===== config.mk =====
export PLATFORM = sky130hd
export DESIGN_NAME = freq_meter_serial_flat
export DESIGN_NICKNAME = d
export VERILOG_FILES = /design/src/rtl/freq_meter_serial_pkg.sv /design/src/rtl/freq_meter_serial_if.sv /design/src/rtl/freq_meter_serial_edge_detect_rise.sv /design/src/rtl/freq_meter_serial.sv /design/src/flat_wrapper.sv
export SDC_FILE = /design/constraint.sdc
export NUM_CORES = 1
export LEC_CHECK = 0
export ABC_AREA = 1
export CORE_AREA = 2 2 46 48
export CTS_CLUSTER_DIAMETER = 40
export CTS_CLUSTER_SIZE = 25
export DETAILED_ROUTE_END_ITERATION = 8
export DIE_AREA = 0 0 48 50
export PLACE_DENSITY = 0.89
export SYNTH_ARGS = -nofsm -noshare
export SYNTH_HDL_FRONTEND = slang
export SYNTH_HIERARCHICAL = 1
export SYNTH_SLANG_ARGS = --single-unit

===== constraint.sdc =====
create_clock -name clock -period 4.2 [get_ports clock]
set_clock_uncertainty 0.15 [all_clocks]
set_input_delay 0.84 -clock clock [delete_from_list [all_inputs] [get_ports clock]]
set_output_delay 0.84 -clock clock [all_outputs]
set_load 0.01 [all_outputs]

===== src/rtl/freq_meter_serial_pkg.sv =====
// Shared types and defaults for the serial frequency meter.
package freq_meter_serial_pkg;
    localparam int CNT_W_DEF = 8;

    typedef enum logic {
        WAIT_EDGE = 1'b0,
        COUNT     = 1'b1
    } state_t;
endpackage


===== src/rtl/freq_meter_serial_if.sv =====
// Measurement bus: enable/serial stream in, period/high_time/valid/timeout out.
interface freq_meter_serial_if #(
    parameter int CNT_W = freq_meter_serial_pkg::CNT_W_DEF
);
    logic             enable;
    logic             serial_in;
    logic [CNT_W-1:0] period;
    logic [CNT_W-1:0] high_time;
    logic             valid;
    logic             timeout;

    modport master (
        output enable, serial_in,
        input  period, high_time, valid, timeout
    );

    modport slave (
        input  enable, serial_in,
        output period, high_time, valid, timeout
    );
endinterface


===== src/rtl/freq_meter_serial_edge_detect_rise.sv =====
// Rising-edge detector: registers the input and flags a 0->1 transition.
module edge_detect_rise (
    input  logic clock,
    input  logic reset,
    input  logic din,
    output logic rise
);
    logic prev_q;

    always_ff @(posedge clock) begin
        if (reset) prev_q <= 1'b0;
        else       prev_q <= din;
    end

    assign rise = din & ~prev_q;
endmodule


===== src/rtl/freq_meter_serial.sv =====
// Measures period and (with FREQ_METER_DUTY_EN defined) high time of a serial
// stream between consecutive rising edges; times out after 2^CNT_W-1 cycles.
module freq_meter_serial
    import freq_meter_serial_pkg::*;
#(
    parameter int CNT_W = CNT_W_DEF
) (
    input logic                clock,
    input logic                reset,
    freq_meter_serial_if.slave bus
);
    localparam logic [CNT_W-1:0] CNT_MAX = '1;

    state_t           state;
    logic [CNT_W-1:0] cnt;
    logic             rise;

    edge_detect_rise u_edge (
        .clock (clock),
        .reset (reset),
        .din   (bus.serial_in),
        .rise  (rise)
    );

    always_ff @(posedge clock) begin
        if (reset) begin
            state       <= WAIT_EDGE;
            cnt         <= '0;
            bus.period  <= '0;
            bus.valid   <= 1'b0;
            bus.timeout <= 1'b0;
        end else begin
            bus.valid <= 1'b0;
            if (!bus.enable) begin
                state <= WAIT_EDGE;
                cnt   <= '0;
            end else begin
                case (state)
                    WAIT_EDGE: begin
                        if (rise) begin
                            cnt   <= CNT_W'(1);
                            state <= COUNT;
                        end
                    end
                    COUNT: begin
                        // An edge on the saturating cycle wins over the timeout.
                        if (rise) begin
                            bus.period  <= cnt;
                            bus.valid   <= 1'b1;
                            bus.timeout <= 1'b0;
                            cnt         <= CNT_W'(1);
                        end else if (cnt == CNT_MAX) begin
                            bus.timeout <= 1'b1;
                            state       <= WAIT_EDGE;
                            cnt         <= '0;
                        end else begin
                            cnt <= cnt + CNT_W'(1);
                        end
                    end
                    default: state <= WAIT_EDGE;
                endcase
            end
        end
    end

`ifdef FREQ_METER_DUTY_EN
    logic [CNT_W-1:0] hcnt;

    // Mirrors the cnt sequencing so hcnt can never run ahead of cnt.
    always_ff @(posedge clock) begin
        if (reset) begin
            hcnt          <= '0;
            bus.high_time <= '0;
        end else if (!bus.enable) begin
            hcnt <= '0;
        end else if (state == WAIT_EDGE) begin
            if (rise) hcnt <= CNT_W'(1);
        end else if (rise) begin
            bus.high_time <= hcnt;
            hcnt          <= CNT_W'(1);
        end else if (cnt == CNT_MAX) begin
            hcnt <= '0;
        end else if (bus.serial_in) begin
            hcnt <= hcnt + CNT_W'(1);
        end
    end
`else
    assign bus.high_time = '0;
`endif
endmodule


===== src/flat_wrapper.sv =====
// flat-port wrapper written by rule: the top's interface ports become plain ports
module freq_meter_serial_flat import freq_meter_serial_pkg::*;
#(
    parameter int CNT_W = CNT_W_DEF
)
  (clock, reset, bus_enable, bus_serial_in, bus_period, bus_high_time, bus_valid, bus_timeout);
  freq_meter_serial_if #(.CNT_W(CNT_W)) bus_i ();
  input logic clock;
  input logic reset;
  input wire logic [$bits(bus_i.enable)-1:0] bus_enable;
  input wire logic [$bits(bus_i.serial_in)-1:0] bus_serial_in;
  output wire logic [$bits(bus_i.period)-1:0] bus_period;
  output wire logic [$bits(bus_i.high_time)-1:0] bus_high_time;
  output wire logic [$bits(bus_i.valid)-1:0] bus_valid;
  output wire logic [$bits(bus_i.timeout)-1:0] bus_timeout;
  assign bus_i.enable = bus_enable;
  assign bus_i.serial_in = bus_serial_in;
  assign bus_period = bus_i.period;
  assign bus_high_time = bus_i.high_time;
  assign bus_valid = bus_i.valid;
  assign bus_timeout = bus_i.timeout;
  freq_meter_serial #(.CNT_W(CNT_W)) u_core (.clock(clock), .reset(reset), .bus(bus_i));
endmodule

# ---- Yosys cells after proc, flatten, opt, wreduce, memory -nomap -nowiden
# Cells that the tools add are included.
dict set report op_classes {
  addsub 1
  eq_ne 2
  mux 10
  bitwise 4
  n_reduce_logical 5
}
# op n
set op_table {}
lappend op_table {{8-bit 2-to-1 mux} 3}
lappend op_table {{8-bit case mux with 2 select lines} 1}
lappend op_table {{8-bit by 1-bit adder with 8-bit output, second input constant} 1}
lappend op_table {{8-bit == test, second input constant} 1}
lappend op_table {{3-bit AND reduction} 2}
lappend op_table {{1-bit 2-to-1 mux} 5}
lappend op_table {{1-bit NOT} 3}
lappend op_table {{3-bit OR reduction} 1}
lappend op_table {{2-bit by 1-bit inequality test with 1-bit output, second input constant} 1}
lappend op_table {{1-bit case mux with 2 select lines} 1}
lappend op_table {{2-bit nonzero test} 1}
lappend op_table {{2-bit OR reduction} 1}
lappend op_table {{1-bit AND} 1}
dict set report totals {
  regBits 20
  output_inout_bits 18
  word_cells 28
}

# ---- Longest topological paths before layout
dict set report logic_depth {
  word_depth 4
  ltp_mapped 7
  ltp_nobuf 7
}

# ---- Hierarchy
# The synthesis kept the hierarchy.
# module instances cells_per_inst area_each_um2 seq_area_each_um2
set by_module_without_submodules {}
lappend by_module_without_submodules {freq_meter_serial 1 117 875.8 380.4}
lappend by_module_without_submodules {edge_detect_rise 1 4 31.3 20.0}

# ---- Least setup slack after synthesis
# OpenSTA, ideal clock, no wires.
dict set report synth_timing {
  kind {input-to-reg}
  from {input bus_serial_in}
  to {register u_core.bus.period[0]}
  setup_time_ns 0.069
  t_arrival_ns 1.759
  slack_ns 2.223
  stages 6
  cell_sequence {inv_1 -> nor2_1 -> nand3_4 -> nor2_4 -> inv_1 -> o21ai_1}
}
dict set report synth_via {
  elab_chain_len 2
}
# item line
set synth_lines {}
lappend synth_lines {{from (decl)} flat_wrapper.sv:11} ;# input wire logic [$bits(bus_i.serial_in)-1:0] bus_serial_in;
lappend synth_lines {{1-bit AND} freq_meter_serial_edge_detect_rise.sv:15} ;# assign rise = din & ~prev_q;
lappend synth_lines {{named net u_core.rise} freq_meter_serial.sv:16} ;# logic rise;
lappend synth_lines {{3-bit AND reduction (no source line)} -}
lappend synth_lines {{to (signal assigned)} freq_meter_serial.sv:48} ;# bus.period <= cnt;
lappend synth_lines {{to (decl)} freq_meter_serial_if.sv:19} ;# output period, high_time, valid, timeout
# The timed path passes the listed nets, and every way through them passes these cells.
# A chain may end at the register's enable or synchronous reset.

# ---- Worst setup path in the final report
dict set report layout_timing {
  from {input bus_serial_in}
  to {register u_core.bus.period[4]}
}
# Same word-level chain as after synthesis.

==> run metrics <==
DR vias=798; Pleak=0.381 nW; Final Non-Filler Cells=162; Clock Sinks=20; outcome=finished, final reports clean; ANT nets after route=0; largest net degree at the start of global routing=12; Worst R2R Setup Slack=roughly 2.6 ns; Seq/Total Area, Yosys=~44%; relative slew slack=around two thirds; number of port buffers=13; Crit. End Element=register; die area=between 0.002 and 0.0025 mm²; Worst path most repeated cell=inv_1; CTS Buffer Depth=2; post-DP HPWL=roughly 1.4 mm; number of DRC markers in iteration 0=22; Tot GR Track Use=roughly 17%; endpoints failing hold=0; die height=50 µm; CTS hold repair buffers=0; total grt overflow=0; Crit Reg-Reg Startpoint=u_core/u_edge/prev_q; hold path depth=2; Avg Cell Area, Syn=about 7.5 µm²; # rows=16; Critical Path Stages=7; min cycle time layout=roughly 2.3 ns; 1st-pass router iterations=4; critical path startpoint category=primary input; delay-heaviest family, CP=simple AND/OR/NAND/NOR gates; setup violators final=0; hold crit path type=reg -> reg; diode count=0; fin crit share=55.4%; CTS root buffer=clkbuf_4; Reg clk slew, reported paths=about 0.10 ns; Peak VDD IR=about 0.00014 V; Gate Count Post-Synth=121; crit path DAT=2.40 ns; Worst R2R Path Depth=5; Reg2Reg Capture Point=u_core/bus.period[4]; Starting Density=47.7%; vias in the first global route=697; drt wl/cell=between 10 and 15 µm; Worst setup startpoint=bus_serial_in; # DRC=0; chip width=48 µm; Buf/Inv on CP=3; Nets=approximately 140; Setup crit end=u_core/bus.period[4]; post-cts resize count=0; post-CTS setup buffer count=0; CTS tree=yes; Synth Cell Area=~910 µm²; Yosys warnings=6; Worst-Margin Slew=slightly above 0.5 ns; Routed WL=approximately 1.7 mm; Yosys reg bits=20; crit-path max cell delay=roughly 0.45 ns; Achievable Freq=430 MHz; synth unique cells=20; Slowest cell on crit path=clkdlybuf4s50_1; pwr dens=roughly 280 mW/mm²; share of cells above drive strength 1=7.41%; core area=roughly 0.0019 mm²; utilization after layout=55.5%; Slew Limit Fails=0; Area Overhead vs Synth=16.4%; max-cap violations=0; global-route wire length before repair=2.85 mm; CP cell instances=clkdlybuf4s50_1, inv_1, nor2_1, nand3_4, nor2_4, inv_1, o21ai_1; CTS H-tree lvls=1; maximum fanout along the worst path=10; IO Pins=22; Setup Crit Path Kind=in -> reg; Worst Path Required=roughly 4.3 ns; Num CTS Buffers=3; total power=between 0.2 and 0.3 mW; commonest non-fill, non-tap cell in the layout=nand2_1; RSZ-0062 raised after global routing=no; initial antenna violation count=0; Fin Setup TNS=0 ns; vias per cell=between 4 and 5; gpl congestion=0.844; design area=between 0.001 and 0.0015 mm²; placed insts=between 150 and 200; most frequent cells in the layout=28 x nand2_1, 20 x dfxtp_1, 17 x nand3_1; Placed Area=between 0.001 and 0.0015 mm²; Clock Latency Late Sink=approximately 0.29 ns
## flip-flops by register name (all words and copies together) (netlist names)
register and cells:
u_core/bus.timeout 1, u_core/bus.valid 1, u_core/u_edge/prev_q 1, u_core/cnt 8, u_core/state 1, u_core/bus.period 8
## layer usage
layer / track usage (%) / vias to the layer above / wire length (µm) / share of wire (%)
li1: - / 410 / - / -
met1: 20.3 / 356 / 759 / 44
met2: 26.2 / 30 / 861 / 50
met3: 2.20 / 2 / 81 / 4.7
met4: 9.46 / 0 / 19 / 1.1
met5: 0 / - / 0 / 0
## cell families after synthesis
logic type      Yosys count  share of synthesized area, %
flops                    20                          44.1
simple gates             58                          30.1
other cells               1                         0.413
fa+ha+maj                 1                          1.38
compound gates           20                          12.0
buf+inv                  21                          12.0
## synth_stat cells (all sizes together)
cell type / instances / area [µm²]
a211oi: 1 / 7.51
a21oi: 11 / 58.8
buf: 9 / 63.8
conb: 1 / 3.75
dfxtp: 20 / 400
ha: 1 / 12.5
inv: 12 / 45.1
nand2: 28 / 105
nand3: 18 / 103
nand4: 1 / 6.26
nor2: 11 / 58.8
o21ai: 7 / 35.0
o21bai: 1 / 7.51
## worst min path at each step
stage                               endpoint          startpoint
after floorplan                u_core/cnt[4]       u_core/cnt[4]
after global placement    u_core/bus.timeout  u_core/bus.timeout
after detailed placement  u_core/bus.timeout  u_core/bus.timeout
after CTS                 u_core/bus.timeout  u_core/bus.timeout
after global routing      u_core/bus.timeout  u_core/bus.timeout
final                     u_core/bus.timeout  u_core/bus.timeout
## cell type report
class                   instances  area, µm²
inverters                      12       45.0
multi-input cells              87        424
well taps                      27       33.8
fillers                       174        846
clock buffers                   3       22.5
repair buffers                 13        130
flip-flops and latches         20        400
## worst min-delay path, stage by stage (launching register included)
cell	delay, ns
dfxtp_1	0.32
inv_1	0.05
a21oi_1	0.05
## stage by stage
step | setup slack (ns) | hold slack, ns
2_1_floorplan | 2.22 | 0.300
3_3_place_gp | 1.68 | 0.287
3_5_place_dp | 1.59 | 0.285
4_1_cts | 1.90 | 0.301
5_1_grt | 1.75 | 0.323
6_report | 1.88 | 0.303
## report_power, final
group / total [mW] / internal (mW) / switching, mW
combinational: 0.0201 / 0.00569 / 0.0144
sequential: 0.193 / 0.191 / 0.00166
clock: 0.0867 / 0.0333 / 0.0533
total: 0.300 / 0.230 / 0.0694
No activity file was read; power rests on OpenSTA's default activity.
